## src/rtl/gl_cmd_fetch.sv

```systemverilog
// Command-stream reader: walks a word-addressed command buffer, decodes headers and
// issues commands plus operand beats downstream. Optional macro: GL_CMD_FETCH_SKIP_UNKNOWN_EN.
module gl_cmd_fetch #(
  parameter int ADDR_W = 32
) (
  input  logic              clk,
  input  logic              rst_n,
  input  logic              start,
  input  logic [ADDR_W-1:0] base_addr,
  input  logic [ADDR_W-1:0] end_addr,
  output logic              busy,
  output logic              done,
  output logic              err,
  output logic [ADDR_W-1:0] hdr_addr,
  input  logic [31:0]       hdr_data,
  output logic [ADDR_W-1:0] op_addr,
  input  logic [31:0]       op_data0,
  input  logic [31:0]       op_data1,
  input  logic [31:0]       op_data2,
  input  logic [31:0]       op_data3,
  output logic              cmd_valid,
  input  logic              cmd_ready,
  output logic [7:0]        cmd_opcode,
  output logic [7:0]        cmd_arg,
  output logic              data_valid,
  input  logic              data_ready,
  output logic [127:0]      data_word,
  output logic [2:0]        data_count,
  output logic              data_last
);

  typedef enum logic [2:0] {
    IDLE = 3'd0,
    HDR  = 3'd1,
    CMD  = 3'd2,
    DATA = 3'd3,
    SKIP = 3'd4,
    HALT = 3'd5
  } state_e;

  localparam logic [7:0] OP_MATRIX_MODE = 8'h10;
  localparam logic [7:0] OP_LOAD_MATRIX = 8'h13;
  localparam logic [7:0] OP_VERTEX      = 8'h03;

  state_e            state_q, state_d;
  logic [ADDR_W-1:0] ptr_q, ptr_d;
  logic [ADDR_W-1:0] end_q, end_d;
  logic              err_q, err_d;
  logic              done_q, done_d;
  logic [7:0]        opcode_q, opcode_d;
  logic [7:0]        arg_q, arg_d;
  logic [4:0]        rem_q, rem_d;

  logic              hdr_known;
  logic [4:0]        hdr_count;
  logic              at_end;
  logic [ADDR_W-1:0] room;
  logic [ADDR_W-3:0] room_words;
  logic [2:0]        want;
  logic              short_beat;
  logic [2:0]        beat_count;
  logic              no_beat;
  logic [4:0]        rem_after;
  logic              unused_bits;

  assign unused_bits = ^{hdr_data[31:12], room[1:0]};

  // Header decode: operand word count per known opcode.
  always_comb begin
    hdr_known = 1'b1;
    hdr_count = 5'd0;
    case (hdr_data[7:0])
      OP_MATRIX_MODE: hdr_count = 5'd0;
      OP_LOAD_MATRIX: hdr_count = 5'd16;
      OP_VERTEX:      hdr_count = 5'd3;
      default:        hdr_known = 1'b0;
    endcase
  end

  // Beat sizing; a beat that would run past end is clamped to the whole words left.
  always_comb begin
    at_end     = (ptr_q >= end_q);
    room       = end_q - ptr_q;
    room_words = room[ADDR_W-1:2];
    want       = (rem_q > 5'd4) ? 3'd4 : rem_q[2:0];
    short_beat = !at_end && (room_words < (ADDR_W-2)'(want));
    beat_count = short_beat ? room_words[2:0] : want;
    no_beat    = at_end || (beat_count == 3'd0);
    rem_after  = rem_q - {2'b00, beat_count};
  end

  always_ff @(posedge clk or negedge rst_n) begin
    if (!rst_n) begin
      state_q  <= IDLE;
      ptr_q    <= '0;
      end_q    <= '0;
      err_q    <= 1'b0;
      done_q   <= 1'b0;
      opcode_q <= 8'h00;
      arg_q    <= 8'h00;
      rem_q    <= 5'd0;
    end else begin
      state_q  <= state_d;
      ptr_q    <= ptr_d;
      end_q    <= end_d;
      err_q    <= err_d;
      done_q   <= done_d;
      opcode_q <= opcode_d;
      arg_q    <= arg_d;
      rem_q    <= rem_d;
    end
  end

  always_comb begin
    state_d  = state_q;
    ptr_d    = ptr_q;
    end_d    = end_q;
    err_d    = err_q;
    done_d   = 1'b0;
    opcode_d = opcode_q;
    arg_d    = arg_q;
    rem_d    = rem_q;
    case (state_q)
      IDLE, HALT: begin
        if (start) begin
          ptr_d   = base_addr;
          end_d   = end_addr;
          err_d   = 1'b0;
          state_d = HDR;
        end
      end
      HDR: begin
        if (at_end) begin
          done_d  = 1'b1;
          state_d = IDLE;
        end else if (hdr_known) begin
          opcode_d = hdr_data[7:0];
          arg_d    = {4'h0, hdr_data[11:8]};
          rem_d    = hdr_count;
          state_d  = CMD;
        end else begin
          err_d = 1'b1;
`ifdef GL_CMD_FETCH_SKIP_UNKNOWN_EN
          state_d = SKIP;
`else
          state_d = HALT;
`endif
        end
      end
      CMD: begin
        if (cmd_ready) begin
          ptr_d   = ptr_q + ADDR_W'(4);
          state_d = (rem_q != 5'd0) ? DATA : HDR;
        end
      end
      DATA: begin
        // Operands missing entirely: the stream ends without a beat.
        if (no_beat) begin
          err_d   = 1'b1;
          done_d  = 1'b1;
          state_d = IDLE;
        end else if (data_ready) begin
          ptr_d = ptr_q + ADDR_W'({beat_count, 2'b00});
          rem_d = rem_after;
          if (short_beat) begin
            err_d   = 1'b1;
            done_d  = 1'b1;
            state_d = IDLE;
          end else if (rem_after == 5'd0) begin
            state_d = HDR;
          end
        end
      end
      SKIP: begin
        ptr_d   = ptr_q + ADDR_W'(4);
        state_d = HDR;
      end
      default: state_d = IDLE;
    endcase
  end

  always_comb begin
    busy       = (state_q != IDLE);
    done       = done_q;
    err        = err_q;
    hdr_addr   = ptr_q;
    op_addr    = ptr_q;
    cmd_valid  = (state_q == CMD);
    cmd_opcode = opcode_q;
    cmd_arg    = arg_q;
    data_valid = (state_q == DATA) && !no_beat;
    data_count = data_valid ? beat_count : 3'd0;
    data_last  = data_valid && (short_beat || (rem_q <= 5'd4));
    data_word  = {(data_count > 3'd3) ? op_data3 : 32'h0,
                  (data_count > 3'd2) ? op_data2 : 32'h0,
                  (data_count > 3'd1) ? op_data1 : 32'h0,
                  (data_count > 3'd0) ? op_data0 : 32'h0};
  end

endmodule
```

## config.mk

```make
export PLATFORM = sky130hd
export DESIGN_NAME = gl_cmd_fetch
export DESIGN_NICKNAME = d
export VERILOG_FILES = /design/src/rtl/gl_cmd_fetch.sv
export SDC_FILE = /design/constraint.sdc
export NUM_CORES = 1
export LEC_CHECK = 0
export BUFFER_PORTS_ARGS = -buffer_cell sky130_fd_sc_hd__clkbuf_2
export CAP_MARGIN = 40
export CORE_AREA = 2 2 172 174
export CTS_CLUSTER_SIZE = 16
export DETAILED_ROUTE_END_ITERATION = 16
export DIE_AREA = 0 0 174 176
export GPL_TIMING_DRIVEN = 0
export HOLD_SLACK_MARGIN = 0.15
export PLACE_DENSITY = 0.52
export SLEW_MARGIN = 40
export SYNTH_ARGS = -nofsm -noshare
export SYNTH_HDL_FRONTEND = slang
export SYNTH_SLANG_ARGS = --single-unit
```

## constraint.sdc

```tcl
create_clock -name clk -period 14.8 [get_ports clk]
set_input_delay 1.48 -clock clk [delete_from_list [all_inputs] [get_ports clk]]
set_output_delay 1.48 -clock clk [all_outputs]
set_load 0.05 [all_outputs]
```

==> metrics.md <==
| Metric | Value |
|---|---|
| Status | complete, no violations |
| Seq pwr share | 16.3% |
| Final WL | 40.9 mm |
| Hold Crit Class | flip-flop to flip-flop |
| Net switching power | 1.61 mW |
| Post-synth EDFFs | 0 |
| Initial Util | 29.8% |
| M1 GR Usage | 34.3% |
| Crit path launch type | flip-flop |
| Yosys cell types | 90 |
| I/O Pins | 446 |
| Met3 Use GR | 6.14% |
| CP max FO | 10 |
| Post-CTS Hold Fix Bufs | 0 |
| Routed via count | 9,678 |
| Filler cells | 3,149 |
| Die ar. | 30,600 um2 |
| RSZ-0062 raised after global routing | false |
| Share of cells above drive strength 1 | 37.7% |
| Setup TNS | 0 ns |
| M2 GR Usage | 42.3% |
| Port Buf Inserts | 421 |
| H-tree depth | 3 |
| Drt via density | 5.11 |
| Core ar. | 28,500 um2 |
| Nets | 1,776 |
| Drc violations | 0 |
| CP max stage delay | 0.59 ns |
| Post-CTS Setup Repair Bufs | 0 |
| Pin count of the biggest net entering global routing | 49 |
| Number of global-route vias before repair | 9,387 |
| Pwr dens | 246 nW/um2 |
| Grt total ovfl | 0 |
| Post-Syn Area | 8500 um2 |
| Final period util | 49.2% |
| Register area share after synthesis | 25.3% |
| CTS Buf Count | 9 |
| Die Wd | 174 um |
| Antenna violations before repair | 11 |
| Worst-case reg-to-reg path depth | 28 |
| Worst vdd rail ir drop | 124 uV |
| Final Core Density | 40.0% |
| GRT busiest layer | met2 |
| Global-route wire length before repair | 59.8 mm |
| Layout Skew | 0.00922 ns |
| FF-to-FF End | hdr_addr[30] |
| Mean Syn Cell Area | 7.95 um2 |
| Hold Path Origin | cmd_arg[0] |
| Clock Path Buffers | 2 |
| Asr flop ratio synth | 100% |
| Clock power frac | 8.5% |
| Clk_lat worst skew | 0.35 ns |
| Final Hold Vio Count | 0 |
| Final ANT Viol Nets | 0 |
| Mapped Cells | 1,069 |
| Gr usage total | 25.8% |
| GPL Wtd Cong | 0.933 |
| Final Max Tran Viols | 0 |
| Routed len/inst | 21.6 um |
| CTS tree | yes |
| Pre-Repair DR Iteration Count | 5 |
| Rows | 62 |
| Most frequent cells in the layout | clkbuf_2 (420), and2_1 (110), nand2_1 (107) |
| CP max-delay cell | a2111oi_0 |
| Pint | 1.20 mW |
| # resized after CTS | 0 |
| CTS root buf | clkbuf_16 |
| Critical R2R Launch | hdr_addr[1] |
| Critical Path End Type | flip-flop |
| Max cap viols | 0 |
| Layout Area Growth over Synthesis | 34.4% |
| F_max | 137 MHz |
| Worst Tran Pin Value | 0.884 ns |
| WP data required | 15.04 ns |
| Main synth FF type | dfrtp_1 |
| Most common cell after layout, fill and taps aside | clkbuf_2 |
| Gate power share | 75.2% |
| Synth warnings | 0 |
| Die span in y | 176 um |
| Antenna fix cells | 0 |
| Fin crit period | 7.29 ns |
| CTS clk-pin slew, worst paths | 0.07 ns |
| R2r setup slk | 7.51 ns |
| WHS Endpoint | cmd_arg[0] |
| Yosys reg bits | 86 |
| Net switching fraction of the power | 57.3% |
| Iter 0 DRT Violations | 644 |
| WP data arrival | 7.53 ns |
| Min-Delay Path Depth | 2 |
| Final setup viols | 0 |
| Crit Path Class | flip-flop to flip-flop |
| Relative slew slack | 41.1% |
| Placed insts | 1,878 |
| DP HPWL | 34.7 mm |
| Leakage | 5.98 nW |
| Non-Filler Instances | 1,894 |
| Clk sinks | 86 |
[synthesized netlist by cell type, drive strengths merged, types with 5 or more instances]
cell type / count / share of area [%]
xnor2: 12 / 1.2
or3: 11 / 0.87
nand3: 33 / 2.0
ha: 40 / 5.9
a31oi: 11 / 0.81
nand4: 15 / 1.2
mux2: 37 / 4.9
and2: 110 / 8.1
nor3: 23 / 1.4
and3: 42 / 3.2
nor4: 8 / 0.77
nand2: 111 / 5.1
mux2i: 16 / 2.0
o31ai: 15 / 1.5
a211oi: 5 / 0.65
dfrtp: 86 / 25
buf: 61 / 5.2
a21oi: 75 / 4.6
nor2: 70 / 3.1
a221oi: 10 / 1.1
a21o: 16 / 1.5
a221o: 19 / 2.2
clkbuf: 37 / 1.6
o211ai: 8 / 0.77
nand2b: 5 / 0.37
nor2b: 5 / 0.37
o21ai: 51 / 3.0
a22o: 6 / 0.62
inv: 57 / 2.5
o21a: 9 / 0.79
[worst max path at each step]
| stage | from | endpoint | slack [ns] | depth (start not counted) |
|---|---|---|---|---|
| floorplan | hdr_addr[1] | data_last | 8.49 | 17 |
| global placement | hdr_addr[5] | hdr_addr[30] | 7.64 | 26 |
| detailed placement | hdr_addr[1] | hdr_addr[30] | 7.55 | 28 |
| CTS | hdr_addr[1] | hdr_addr[30] | 7.54 | 28 |
| global route | hdr_addr[1] | hdr_addr[31] | 6.90 | 29 |
| finish | hdr_addr[1] | hdr_addr[30] | 7.51 | 28 |
[power groups by stage]
stage	registers (mW)	clock network (mW)	logic (mW)
6_report	0.459	0.239	2.11
5_1_grt	0.479	0.254	2.30
4_1_cts	0.459	0.247	2.11
3_5_place_dp	0.463	0	2.09
3_3_place_gp	0.460	0	2.09
2_1_floorplan	0.598	0	1.44
[critical path: cells and delay by family, from the launching register on]
| kind | cells | cell delay (ns) |
|---|---|---|
| compound gates | 10 | 3.06 |
| buf+inv | 3 | 0.37 |
| simple gates | 10 | 1.71 |
| xor+xnor | 1 | 0.33 |
| fa+ha+maj | 4 | 1.27 |
| flops | 1 | 0.39 |
[area by class of cell]
cell class	count	area [um2]	area share, %
sequential	86	2150	18.8
timing repair buffer	422	2140	18.8
inverter	57	214	1.87
buffer	98	582	5.09
clock inverter	5	58.8	0.515
clock buffer	11	233	2.04
multi-input combinational	831	5560	48.7
tap	384	480	4.20
[state kept, by name, indices dropped and copies added, names as in the netlist]
signal,count
hdr_addr,32
done,1
cmd_opcode,8
end_q,32
state_q,3
rem_q,5
cmd_arg,4
err,1
[routing by layer]
layer	up-vias	part of all wire, %
li1	4652	-
met1	4627	44
met2	329	46
met3	50	6.8
met4	20	2.1
met5	-	0.29
[per-stage QoR]
step	total power, mW	setup slack, ns	cell area (um2)	hold slack, ns
3_3_place_gp	2.55	7.64	11100	0.463
3_5_place_dp	2.56	7.55	11100	0.466
6_report	2.81	7.51	11400	0.484
5_1_grt	3.03	6.90	11400	0.509
2_1_floorplan	2.03	8.49	8510	0.485
4_1_cts	2.81	7.54	11400	0.485
[logic make-up (layout without fill, tap and decap cells)]
kind of cell | after synthesis | in the layout | share of synthesized area (%)
AO/OA/AOI/OAI | 266 | 266 | 22.4
adder cells (fa/ha/maj) | 42 | 42 | 6.36
multiplexers | 53 | 53 | 6.93
other | 1 | 4 | 0.0441
XOR/XNOR | 16 | 16 | 1.65
flip-flops | 86 | 86 | 25.3
buffers and inverters | 155 | 593 | 9.36
AND/OR/NAND/NOR | 450 | 450 | 28.0
Power figures use the tool's default switching activity.
